## config.mk

```make
export PLATFORM = sky130hd
export DESIGN_NAME = jitter_scan_ctrl
export DESIGN_NICKNAME = d
export VERILOG_FILES = /design/src/rtl/jitter_scan_ctrl.sv
export SDC_FILE = /design/constraint.sdc
export NUM_CORES = 1
export LEC_CHECK = 0
export ABC_AREA = 0
export BUFFER_PORTS_ARGS = -buffer_cell sky130_fd_sc_hd__buf_2
export CORE_MARGIN = 10
export CORE_UTILIZATION = 55
export CTS_BUF_LIST = sky130_fd_sc_hd__clkbuf_4
export DETAILED_ROUTE_END_ITERATION = 16
export PLACE_DENSITY = 0.84
export SETUP_SLACK_MARGIN = 0.5
export SLEW_MARGIN = 20
export SYNTH_ARGS = -nofsm -noshare
export SYNTH_HDL_FRONTEND = slang
export SYNTH_SLANG_ARGS = --single-unit
```

## constraint.sdc

```tcl
create_clock -name clk -period 17.15 [get_ports clk]
set_input_delay 2.5725 -clock clk [delete_from_list [all_inputs] [get_ports clk]]
set_output_delay 2.5725 -clock clk [all_outputs]
set_load 0.02 [all_outputs]
```

## src/rtl/jitter_scan_ctrl.sv

```systemverilog
// Scan sequencer time-sharing one jitter engine across NUM_CH monitored signals.
// Each channel slot: settle (engine off), measure window (engine on), one capture cycle.
module jitter_scan_ctrl #(
  parameter int unsigned NUM_CH           = 4,
  parameter int unsigned SETTLE_CYCLES    = 16,
  parameter int unsigned WINDOW_CYCLES    = 1024,
  parameter int unsigned JITTER_THRESHOLD = 24,
  localparam int unsigned CH_W            = $clog2(NUM_CH)
) (
  input  logic              clk,
  input  logic              rst,
  input  logic              start,
  input  logic              abort,
  input  logic              continuous,
  input  logic [NUM_CH-1:0] ch_mask,
  input  logic              clear,
  input  logic [15:0]       meas_value,
  output logic              meas_enable,
  output logic [CH_W-1:0]   ch_sel,
  output logic              busy,
  output logic              done,
  input  logic [CH_W-1:0]   rd_ch,
  output logic [15:0]       rd_last,
  output logic [15:0]       rd_peak,
  output logic [NUM_CH-1:0] alarm_vec,
  output logic [15:0]       scan_count
);

  localparam int unsigned MaxCnt =
      (SETTLE_CYCLES > WINDOW_CYCLES) ? SETTLE_CYCLES : WINDOW_CYCLES;
  localparam int unsigned CntW = $clog2(MaxCnt + 1);
  localparam logic [CntW-1:0] SettleLast = CntW'(SETTLE_CYCLES - 1);
  localparam logic [CntW-1:0] WindowLast = CntW'(WINDOW_CYCLES - 1);
  localparam logic [15:0] Threshold = 16'(JITTER_THRESHOLD);

  typedef enum logic [1:0] {StIdle, StSettle, StMeasure, StCapture} state_e;

  state_e            r_state, w_state_d;
  logic [CntW-1:0]   r_cnt, w_cnt_d;
  logic [CH_W-1:0]   r_ch, w_ch_d;
  logic [NUM_CH-1:0] r_mask, w_mask_d;
  logic              w_done_d, w_cap, w_pass_end;
  logic              r_meas_en, r_busy, r_done;
  logic [15:0]       r_scan_count;
  logic [15:0]       r_last [NUM_CH];
  logic [15:0]       r_peak [NUM_CH];
  logic [NUM_CH-1:0] r_alarm;
  logic              w_next_hit;
  logic [CH_W-1:0]   w_next_ch, w_first_ch;

  // Lowest set bit strictly above cur; MSB of the result flags a hit.
  function automatic logic [CH_W:0] f_next_above(input logic [NUM_CH-1:0] mask,
                                                 input logic [CH_W-1:0]   cur);
    logic [CH_W:0] res;
    res = '0;
    for (int i = NUM_CH - 1; i >= 0; i--) begin
      if (mask[i] && (i > int'(cur))) res = {1'b1, CH_W'(i)};
    end
    return res;
  endfunction

  function automatic logic [CH_W-1:0] f_lowest(input logic [NUM_CH-1:0] mask);
    logic [CH_W-1:0] res;
    res = '0;
    for (int i = NUM_CH - 1; i >= 0; i--) begin
      if (mask[i]) res = CH_W'(i);
    end
    return res;
  endfunction

  assign {w_next_hit, w_next_ch} = f_next_above(r_mask, r_ch);
  assign w_first_ch              = f_lowest(ch_mask);

  always_comb begin
    w_state_d  = r_state;
    w_cnt_d    = r_cnt;
    w_ch_d     = r_ch;
    w_mask_d   = r_mask;
    w_done_d   = 1'b0;
    w_cap      = 1'b0;
    w_pass_end = 1'b0;
    if (abort && (r_state != StIdle)) begin
      w_state_d = StIdle;
      w_cnt_d   = '0;
    end else begin
      unique case (r_state)
        StIdle: begin
          if (start) begin
            w_mask_d = ch_mask;
            if (|ch_mask) begin
              w_state_d = StSettle;
              w_ch_d    = w_first_ch;
              w_cnt_d   = '0;
            end else begin
              w_done_d = 1'b1;
            end
          end
        end
        StSettle: begin
          if (r_cnt == SettleLast) begin
            w_state_d = StMeasure;
            w_cnt_d   = '0;
          end else begin
            w_cnt_d = r_cnt + CntW'(1);
          end
        end
        StMeasure: begin
          if (r_cnt == WindowLast) begin
            w_state_d = StCapture;
            w_cnt_d   = '0;
          end else begin
            w_cnt_d = r_cnt + CntW'(1);
          end
        end
        StCapture: begin
          w_cap = 1'b1;
          if (w_next_hit) begin
            w_state_d = StSettle;
            w_ch_d    = w_next_ch;
          end else begin
            w_pass_end = 1'b1;
            if (continuous) begin
              // Re-latch the mask at wrap; an empty mask ends the scan silently.
              w_mask_d = ch_mask;
              if (|ch_mask) begin
                w_state_d = StSettle;
                w_ch_d    = w_first_ch;
              end else begin
                w_state_d = StIdle;
              end
            end else begin
              w_state_d = StIdle;
              w_done_d  = 1'b1;
            end
          end
        end
        default: w_state_d = StIdle;
      endcase
    end
  end

  always_ff @(posedge clk or posedge rst) begin
    if (rst) begin
      r_state      <= StIdle;
      r_cnt        <= '0;
      r_ch         <= '0;
      r_mask       <= '0;
      r_meas_en    <= 1'b0;
      r_busy       <= 1'b0;
      r_done       <= 1'b0;
      r_scan_count <= '0;
    end else begin
      r_state   <= w_state_d;
      r_cnt     <= w_cnt_d;
      r_ch      <= w_ch_d;
      r_mask    <= w_mask_d;
      r_meas_en <= (w_state_d == StMeasure);
      r_busy    <= (w_state_d != StIdle);
      r_done    <= w_done_d;
      if (w_pass_end) r_scan_count <= r_scan_count + 16'd1;
    end
  end

  // Clear outranks a same-cycle capture so no stale result survives it.
  always_ff @(posedge clk or posedge rst) begin
    if (rst) begin
      for (int i = 0; i < NUM_CH; i++) begin
        r_last[i] <= '0;
        r_peak[i] <= '0;
      end
      r_alarm <= '0;
    end else if (clear) begin
      for (int i = 0; i < NUM_CH; i++) begin
        r_last[i] <= '0;
        r_peak[i] <= '0;
      end
      r_alarm <= '0;
    end else if (w_cap) begin
      r_last[r_ch] <= meas_value;
      if (meas_value > r_peak[r_ch]) r_peak[r_ch] <= meas_value;
      if (meas_value > Threshold) r_alarm[r_ch] <= 1'b1;
    end
  end

  always_comb begin
    rd_last = '0;
    rd_peak = '0;
    if (int'(rd_ch) < NUM_CH) begin
      rd_last = r_last[rd_ch];
      rd_peak = r_peak[rd_ch];
    end
  end

  assign meas_enable = r_meas_en;
  assign ch_sel      = r_ch;
  assign busy        = r_busy;
  assign done        = r_done;
  assign alarm_vec   = r_alarm;
  assign scan_count  = r_scan_count;

endmodule

```

Word level (Yosys, flattened, before mapping)

Index checks and enable logic that the tools add are counted.

Register bits: 170
Bits in latches: 0
RAM bits: 0
Bits in read-only memories: 0
Input bits: 28
Output and inout bits: 57
Logic and storage cells: 130
Memories: 0

Add/sub/neg operators: 2
$mul: 0
Div/mod/pow operators: 0
$lt $le $gt $ge: 10
Equal/unequal tests: 12
Shift operators: 0
Multiplexer cells: 65
Bitwise gates (word level): 4
Reductions and logical operators: 20

Operators with widths:

| operator                                                               | number |
|---|---|
| 64-bit two-way mux                                                     | 5 |
| 64-bit bitwise mux                                                     | 2 |
| 16-bit two-way mux                                                     | 7 |
| 16-bit binary-select mux with 2-bit select                             | 3 |
| 11-bit two-way mux                                                     | 5 |
| 11-bit case mux with 3 select lines                                    | 1 |
| 16-bit demux with 2-bit select                                         | 1 |
| 2-bit two-way mux                                                      | 15 |
| 4-bit two-way mux                                                      | 6 |
| 16-bit by 1-bit adder with 16-bit output (second input constant)       | 1 |
| 16-bit > comparator                                                    | 1 |
| 16-bit by 5-bit > comparator with 1-bit output (second input constant) | 1 |
| 1-bit two-way mux                                                      | 12 |
| 2-bit nonzero test                                                     | 6 |
| 11-bit by 1-bit adder with 11-bit output (second input constant)       | 1 |
| 11-bit by 10-bit == test with 1-bit output (second input constant)     | 1 |
| 11-bit by 4-bit == test with 1-bit output (second input constant)      | 1 |
| 3-bit two-way mux                                                      | 3 |
| 3-bit != test (second input constant)                                  | 3 |
| 2-bit case mux with 4 select lines                                     | 1 |
| 4-bit case mux with 2 select lines                                     | 1 |
| 2-bit == test (second input constant)                                  | 3 |
| 3-bit greater-or-equal comparator (second input constant)              | 2 |
| 1-bit logical AND                                                      | 6 |
| 20 further kinds                                                       | 25 |

Depth between registers and ports, before layout

Depth after elaboration: 9
Gate-level depth with buffers: 14
Depth with buffers taken out: 9

Worst setup path before layout

No wires, ideal clock.

Path type: input-to-output
Start point: input port rd_ch[0]
End point: output port rd_last[0]
Data arrival time: 3.697 ns
Required time: 14.577 ns
Setup slack: 10.881 ns
Stages on the path: 3
Path through: clkbuf_1 -> buf_2 -> mux4_2

Cells in the longest elaborated chain, start to end: 4

RTL lines:

| what                                                   | line | text |
|---|---|---|
| start, declared                                        | 22   | `input logic [CH_W-1:0] rd_ch,` |
| 2-bit inverter with 3-bit output (not written as such) | 189  | `rd_last = r_last[rd_ch];` |
| 16-bit binary-select mux with 2-bit select             | 189  |  |
| 16-bit two-way mux (not written as such) (2 in a row)  | 189  |  |
| end, declared                                          | 23   | `output logic [15:0] rd_last,` |

No other way between the ends. The select of a mux whose other input is x is not followed.

Worst setup path after layout

Start point: input port rd_ch[0]
End point: output port rd_last[7]

The elaborated chain is that of the path after synthesis.

==> summary.md <==
| Metric | Value |
|---|---|
| Number of synthesized flops with an enable pin | 0 |
| Setup bufs post-CTS | 0 |
| Ports | 85 |
| DR vias | 6802 |
| First-pass GRT wire length | 36.8 mm |
| Setup TNS | 0 ps |
| Cts hold-fix bufs | 0 |
| Yosys cell types | 58 |
| Skew final | 24.9 ps |
| H-tree levels | 4 |
| Max Freq | 155 MHz |
| Top FF cell, synth | dfrtp_1 |
| Syn-to-layout area delta | 8.03% |
| Bufs on Longest Clock Path | 2 |
| Critical setup path kind | in2out |
| Die Span Y | 149 µm |
| Final setup fails | 0 |
| GPL Wtd Cong | 0.811 |
| Worst path required time | 14580 ps |
| Clock slew at reported path FFs | 130 ps |
| # diodes | 0 |
| Pin count of the biggest net entering global routing | 102 |
| Grt ovf | 0 |
| Static Leak | 4.59 nW |
| Core area | 0.0165 mm² |
| Nature of the critical path endpoint | primary output |
| Syn_area_per_cell | 10.8 µm² |
| CP startpoint kind | input pin |
| Setup WS post-layout | 10710 ps |
| HPWL after detailed placement | 15.1 mm |
| Post-DR wirelength/cell | 19.5 µm |
| Residual DRC | 0 |
| Port bufs | 84 |
| Slew Viols, Final | 0 |
| Worst Hold Class | reg2reg |
| Cells after Synth | 852 |
| Most common cell after layout, fill and taps aside | dfrtp_1 |
| Register area share after synthesis | 0.460 |
| Initial DRC Count | 416 |
| Worst Path Arrival | 3870 ps |
| Clk_lat worst skew | 560 ps |
| Pre-CTS setup slack | 10290 ps |
| Status | completed |
| Synthesis Warnings | 0 |
| Row count | 47 |
| DIE AREA | 0.0223 mm² |
| Antenna violations before repair | 2 |
| TritonCTS buffer count | 17 |
| Final wirelength | 22.3 mm |
| Pwr Total | 0.799 mW |
| DIE WIDTH | 149 µm |
| Core Util, Final | 0.603 |
| RSZ-0062 raised after global routing | no |
| DR pass1 iterations | 5 |
| Async set or reset register ratio after synthesis | 1.00 |
| Post-route ant nets | 0 |
| Max VDD drop | 67.1 µV |
| Final hold vios | 0 |
| Syn Nets | 903 |
| Root buffer cell | clkbuf_4 |
| Initial Utilization | 0.558 |
| Most frequent cells in the layout | 169 x dfrtp_1, 152 x nand2_1, 88 x nand2b_1, 82 x a21oi_1, 82 x buf_2 |
| Number of synthesized register bits | 169 |
| P per Cell Area | 80.4 mW/mm² |
| Worst Path Max Fanout | 32 |
| Synthesized area | 0.00919 mm² |
| Period Utilization, post-route | 0.376 |
| Layout cells sized above 1 | 0.203 |
| Slew at the pin closest to its max-slew limit | 932 ps |
| Total global-route track usage | 0.207 |
| Nets | 964 |
| Worst slew margin | 0.378 |
| Post-layout min period | 6440 ps |
| Min Hold Slack | 503 ps |
| Post_cts resized | 0 |
| Vias in the first global route | 7013 |
| Routed vias/inst | 5.95 |
| TritonCTS Sinks | 169 |
| Max Cap Viol | 0 |
| CTS tree | done |
==> worst paths after layout <==
kind	start	end	slack (ps)	cells after the start
min	scan_count[10]	scan_count[10]	500	1
max	rd_ch[0]	rd_last[7]	10710	3
min in group asynchronous	rst	r_cnt[0]	2190	2
max reg2reg	ch_sel[0]	r_peak[61]	13740	10
max in group asynchronous	rst	r_last[38]	13490	3
min reg2reg	scan_count[10]	scan_count[10]	500	1
==> registers in the layout, indices dropped and copies added (netlist names) <==
| signal | cells |
|---|---|
| r_last | 64 |
| r_peak | 64 |
| scan_count | 16 |
| r_cnt | 11 |
| alarm_vec | 4 |
| r_mask | 3 |
| ch_sel | 2 |
| r_state | 2 |
| busy | 1 |
| done | 1 |
| meas_enable | 1 |
==> layer usage <==
layer / global-route usage / wire [µm]
met5: 0 / 21
met4: 0.0535 / 290
met3: 0.0531 / 1620
met2: 0.341 / 10900
met1: 0.267 / 9480
==> report_power, final <==
group	total, mW	internal, mW	switching, mW
combinational	0.168	0.0600	0.108
clock	0.211	0.0710	0.140
sequential	0.419	0.410	0.00951
==> cells in the mapped netlist (9+ instances only) <==
master    number  area, µm²
a21oi_1       82        410
clkbuf_1      31        116
dfrtp_1      169       4230
ha_1          23        288
inv_1         27        101
mux2i_1       65        651
mux4_2        48       1080
nand2_1      152        571
nand2b_1      88        551
nand3_1       13       65.1
nand4_1        9       56.3
nor2_1        28        105
o21ai_0       12       60.1
xnor2_1       14        123
==> critical path: stages <==
cell    delay [ps]
buf_4          510
mux4_2         600
buf_2          180
==> stage by stage <==
step | std cells | area [µm²]
floorplan | 852 | 9190
global placement | 1114 | 9690
detailed placement | 1114 | 9690
CTS | 1144 | 9920
global route | 1144 | 9930
finish | 1144 | 9930
==> layout make-up <==
cell class              count  area, µm²
flip-flops and latches    169       4230
clock buffers              18        135
repair buffers             88        455
well taps                 220        275
inverters                  27        106
multi-input cells         610       4620
clock inverters            12        104
fillers                  1363       6540
==> kinds of logic (layout without fill, tap and decap cells) <==
kind of cell / Yosys count / count (layout) / share of synthesized area
AND/OR/NAND/NOR: 332 / 332 / 0.185
flip-flops: 169 / 169 / 0.460
AO/OA/AOI/OAI: 118 / 118 / 0.0735
multiplexers: 118 / 118 / 0.195
buffers and inverters: 73 / 145 / 0.0368
adder cells (fa/ha/maj): 23 / 23 / 0.0313
XOR/XNOR: 19 / 19 / 0.0181
Note: power is estimated with default switching activity, not from simulation.
